[src/rtl/bpm_disp_ctrl.sv]
// BPM display controller: clamps a binary BPM value to 999 and converts it to three BCD digits by double-dabble.
// Optional macro BPM_LZ_BLANK_EN enables leading-zero blanking of the hundreds/tens digits.
module bpm_disp_ctrl #(
  parameter int CONV_BITS = 10
) (
  input  logic                 clk,
  input  logic                 rst_n,
  input  logic [CONV_BITS-1:0] bpm_in,
  input  logic                 bpm_valid,
  output logic                 bpm_ready,
  output logic [3:0]           dig2,
  output logic [3:0]           dig1,
  output logic [3:0]           dig0,
  output logic [2:0]           blank,
  output logic                 sat,
  output logic                 upd
);

  localparam int SW = CONV_BITS + 12;
  localparam int CW = $clog2(CONV_BITS + 1);

  typedef enum logic [1:0] {IDLE, CONV, LOAD} state_t;

  state_t                r_state;
  logic                  r_ready;
  logic [SW-1:0]         r_sh;
  logic [CW-1:0]         r_cnt;
  logic                  r_clamp;
  logic [3:0]            r_dig2, r_dig1, r_dig0;
  logic                  r_sat;
  logic                  r_upd;

  logic [SW-1:0]         w_adj;
  logic [31:0]           w_in_ext;
  logic                  w_over;
  logic [CONV_BITS-1:0]  w_clamped;
  logic [3:0]            w_h, w_t, w_o;

  assign w_in_ext  = 32'(bpm_in);
  assign w_over    = (w_in_ext > 32'd999);
  assign w_clamped = w_over ? CONV_BITS'(999) : bpm_in;

  // BCD field sits above the binary field in one shift register
  assign w_h = r_sh[CONV_BITS+8 +: 4];
  assign w_t = r_sh[CONV_BITS+4 +: 4];
  assign w_o = r_sh[CONV_BITS   +: 4];

  always_comb begin
    w_adj = r_sh;
    for (int unsigned k = 0; k < 3; k++) begin
      if (r_sh[CONV_BITS + 4*k +: 4] >= 4'd5)
        w_adj[CONV_BITS + 4*k +: 4] = r_sh[CONV_BITS + 4*k +: 4] + 4'd3;
    end
  end

  always_ff @(posedge clk or negedge rst_n) begin
    if (!rst_n) begin
      r_state <= IDLE;
      r_ready <= 1'b1;
      r_sh    <= '0;
      r_cnt   <= '0;
      r_clamp <= 1'b0;
      r_dig2  <= '0;
      r_dig1  <= '0;
      r_dig0  <= '0;
      r_sat   <= 1'b0;
      r_upd   <= 1'b0;
    end else begin
      r_upd <= 1'b0;
      case (r_state)
        IDLE: begin
          if (bpm_valid && r_ready) begin
            r_sh    <= {12'b0, w_clamped};
            r_clamp <= w_over;
            r_cnt   <= CW'(CONV_BITS - 1);
            r_ready <= 1'b0;
            r_state <= CONV;
          end
        end
        CONV: begin
          r_sh <= w_adj << 1;
          if (r_cnt == '0)
            r_state <= LOAD;
          else
            r_cnt <= r_cnt - 1'b1;
        end
        LOAD: begin
          r_dig2  <= w_h;
          r_dig1  <= w_t;
          r_dig0  <= w_o;
          r_sat   <= r_clamp;
          r_upd   <= 1'b1;
          r_ready <= 1'b1;
          r_state <= IDLE;
        end
        default: begin
          r_ready <= 1'b1;
          r_state <= IDLE;
        end
      endcase
    end
  end

`ifdef BPM_LZ_BLANK_EN
  logic [2:0] r_blank;

  always_ff @(posedge clk or negedge rst_n) begin
    if (!rst_n) begin
      r_blank <= 3'b110;
    end else if (r_state == LOAD) begin
      r_blank <= {(w_h == 4'd0), (w_h == 4'd0) && (w_t == 4'd0), 1'b0};
    end
  end

  assign blank = r_blank;
`else
  assign blank = 3'b000;
`endif

  assign bpm_ready = r_ready;
  assign dig2      = r_dig2;
  assign dig1      = r_dig1;
  assign dig0      = r_dig0;
  assign sat       = r_sat;
  assign upd       = r_upd;

endmodule

[config.mk]
export PLATFORM = sky130hd
export DESIGN_NAME = bpm_disp_ctrl
export DESIGN_NICKNAME = d
export VERILOG_FILES = /design/src/rtl/bpm_disp_ctrl.sv
export SDC_FILE = /design/constraint.sdc
export NUM_CORES = 1
export LEC_CHECK = 0
export CAP_MARGIN = 40
export CORE_MARGIN = 2
export CORE_UTILIZATION = 50
export CTS_CLUSTER_SIZE = 40
export DETAILED_ROUTE_END_ITERATION = 7
export GPL_TIMING_DRIVEN = 0
export HOLD_SLACK_MARGIN = 0.12
export MAX_ROUTING_LAYER = met4
export PLACE_DENSITY = 0.75
export REMOVE_ABC_BUFFERS = 1
export SYNTH_ARGS = -nofsm -noshare
export SYNTH_HDL_FRONTEND = slang
export SYNTH_SLANG_ARGS = --single-unit
[constraint.sdc]
create_clock -name clk -period 2 [get_ports clk]
set_input_delay 0.6 -clock clk [delete_from_list [all_inputs] [get_ports clk]]
set_output_delay 0.6 -clock clk [all_outputs]
set_load 0.05 [all_outputs]
==> metrics <==
mapped cell area about 2100 sq um; Mapped Avg Cell Area 10.6 sq um; nets 243; CP Launch Type primary input; VDD IR max 282 uV; Core Footprint 4000 sq um; commonest non-fill, non-tap cell in the layout dfrtp_1; Post-Synth Adder-Cell Area 4.80%; Largest delay share family, worst path buffers and inverters; max cap viols 0; Synth Instances 196; Via Count 1460; Vias/cell 5.37; CTS tree done; count of cell types in the netlist 34; Synth Area in Compound Gates around 15%; H-tree depth 2; Largest stage delay, worst path 540 ps; mux share of post-synthesis cell area 6.36%; commonest cells after routing, fill and taps aside dfrtp_1, nand2_1, o21ai_0; diode count 0; vias in the first global route 1382; Synth Area in Simple Gates between 10% and 20%; WL/cell about 13 um; skew final between 6 and 7 ps; initial detailed-routing violation count 86; PortBufs 27; Die Area 4700 sq um; first-pass GRT wire length 6.20 mm; Worst R2R Start r_sh[10]; Gates resized, CTS repair 16; Core Rows 23; RR Endpoint r_sh[12]; initial core utilization between 50% and 60%; RSZ-0062 raised after global routing false; Die Width 68.6 um; Total GRT Usage 18.6%; Max Slew Vio Count 0; xor/xnor share of the synthesized area 2.10%; Initial DRT Pass Iterations 4; Max Freq 535 MHz; R2R cell count 6; worst-path cell chain clkdlybuf4s50_1 > nand4bb_1 > buf_6 > nand2_2 > o31ai_1 > a32o_1; Detailed Place HPWL roughly 2.6 mm; gr ovfl total 0; sequential share of the synthesized area 52.9%; height of the die 68.6 um; Final min period 1870 ps; combinational family with the most area after synthesis compound AO/OA/AOI/OAI gates; Routed Wire Length 3.52 mm; Routed Antenna Nets 0; I/O pin total 31; P_leak 1.30 nW; outcome finished, final reports clean; worst-margin pin slew 713 ps; EDFF count, synth 0; final hold violations 0; reg2reg setup slack 290 ps; Area after DPL 2390 sq um; Slowest-stage cell, CP clkdlybuf4s50_1; max_slew headroom between 50% and 60%; Num Clock Sinks 44; Setup-failing EPs final 0; setup bufs post-CTS 0; CP endpoint kind flip-flop; HP Class primary input to asynchronous set/reset pin; WP data arrival 2050 ps; synth warn 0; crit path max fanout 16; Final Total Pwr 1.48 mW; total CTS buffers 5; Filler Cells Inserted 349; RePlAce Congestion 0.819; largest net degree at the start of global routing 26; PD cells ~600 nW/um^2; ys flop type dfrtp_1; initial antenna violation count 0; Worst-path clk slew 80 ps; CP required 2180 ps; clk_lat worst skew about 300 ps; Root Buffer clkbuf_8; Buf+Inv Stages, Crit Path 2; # DRC 0; layout cell share with drive strength beyond 1 12.2%; fraction of registers with async set/reset 100%; cell area after layout 2450 sq um; clk buf depth 2; # hold bufs at CTS 0; Synth Register Bits 44; Setup CP Type primary input to flip-flop; fin crit share about 94%; Area growth syn-to-layout 17.5%
## state kept, by name, indices dropped and copies added, names as in the netlist
| name | cells |
|---|---|
| sat | 1 |
| dig2 | 4 |
| r_clamp | 1 |
| dig1 | 4 |
| bpm_ready | 1 |
| r_state | 2 |
| dig0 | 4 |
| upd | 1 |
| r_sh | 22 |
| r_cnt | 4 |
## metrics by stage
step	std cells	TNS, ps	hold WS [ps]	setup slack, ps	utilization [%]
2_1_floorplan	185	0	304	95.2	-
3_3_place_gp	262	-45840	458	-843	58.7
3_5_place_dp	265	-471	467	-158	59.8
4_1_cts	272	0	254	18.9	61.4
5_1_grt	272	0	268	39.8	61.2
6_report	272	0	247	130	61.2
## worst max path at each step
stage                    from   endpoint  slack (ps)  cells after the start
floorplan           bpm_ready   r_sh[13]         100                      4
global placement        rst_n    r_sh[2]        -840                      1
detailed placement  bpm_valid   r_sh[21]        -160                      6
CTS                 bpm_ready  bpm_ready          20                      1
global route        bpm_valid   r_sh[13]          40                      6
finish              bpm_valid   r_sh[21]         130                      6
## worst reg2reg max path, cell delays in order (launching register included)
cell      delay (ps)
dfrtp_1          410
inv_1            130
ha_1             220
nand2b_1          70
a21oi_1          290
mux2_2           370
o21ai_0          140
## layer usage
layer,part of all wire [%],vias up,global-route usage [%]
li1,-,729,-
met5,0,-,-
met1,46,693,22.9
met2,48,31,29.4
met3,4.5,7,5.36
met4,1.3,0,6.00
## where the power goes
part           total (mW)  internal [mW]  switching [mW]  leakage [nW]
logic              0.0605         0.0244          0.0361         0.701
clock network       0.526          0.236           0.290        0.0400
registers           0.889          0.889               0         0.554
total                1.48           1.15           0.326          1.30
## synthesized netlist by cell type (6+ instances only)
library cell	number	area (sq um)
nand2b_1	6	37.5
nand2_1	20	75.1
mux2_2	10	113
o31ai_1	6	45.0
dfrtp_1	43	1080
a21oi_1	9	45.0
nor2_1	9	33.8
o21ai_0	15	75.1
nand3_1	12	60.1
ha_1	8	100
buf_2	6	30.0
inv_1	9	33.8
## kinds of logic (layout without fill, tap and decap cells)
group,after synthesis,in the layout
simple gates,58,58
compound gates,46,46
flops,44,44
buf+inv,22,46
mux,12,12
fa+ha+maj,8,8
xor+xnor,5,5
other cells,1,3
## cell type report
| type | count | area, sq um | area share (%) |
|---|---|---|---|
| clock buffer | 5 | 68.8 | 2.81 |
| multi-input combinational | 132 | 881 | 36.0 |
| timing repair buffer | 30 | 289 | 11.8 |
| inverter | 9 | 33.8 | 1.38 |
| tap | 50 | 62.6 | 2.55 |
| sequential | 44 | 1100 | 45.0 |
| clock inverter | 2 | 12.5 | 0.511 |
Power figures use the tool's default switching activity.
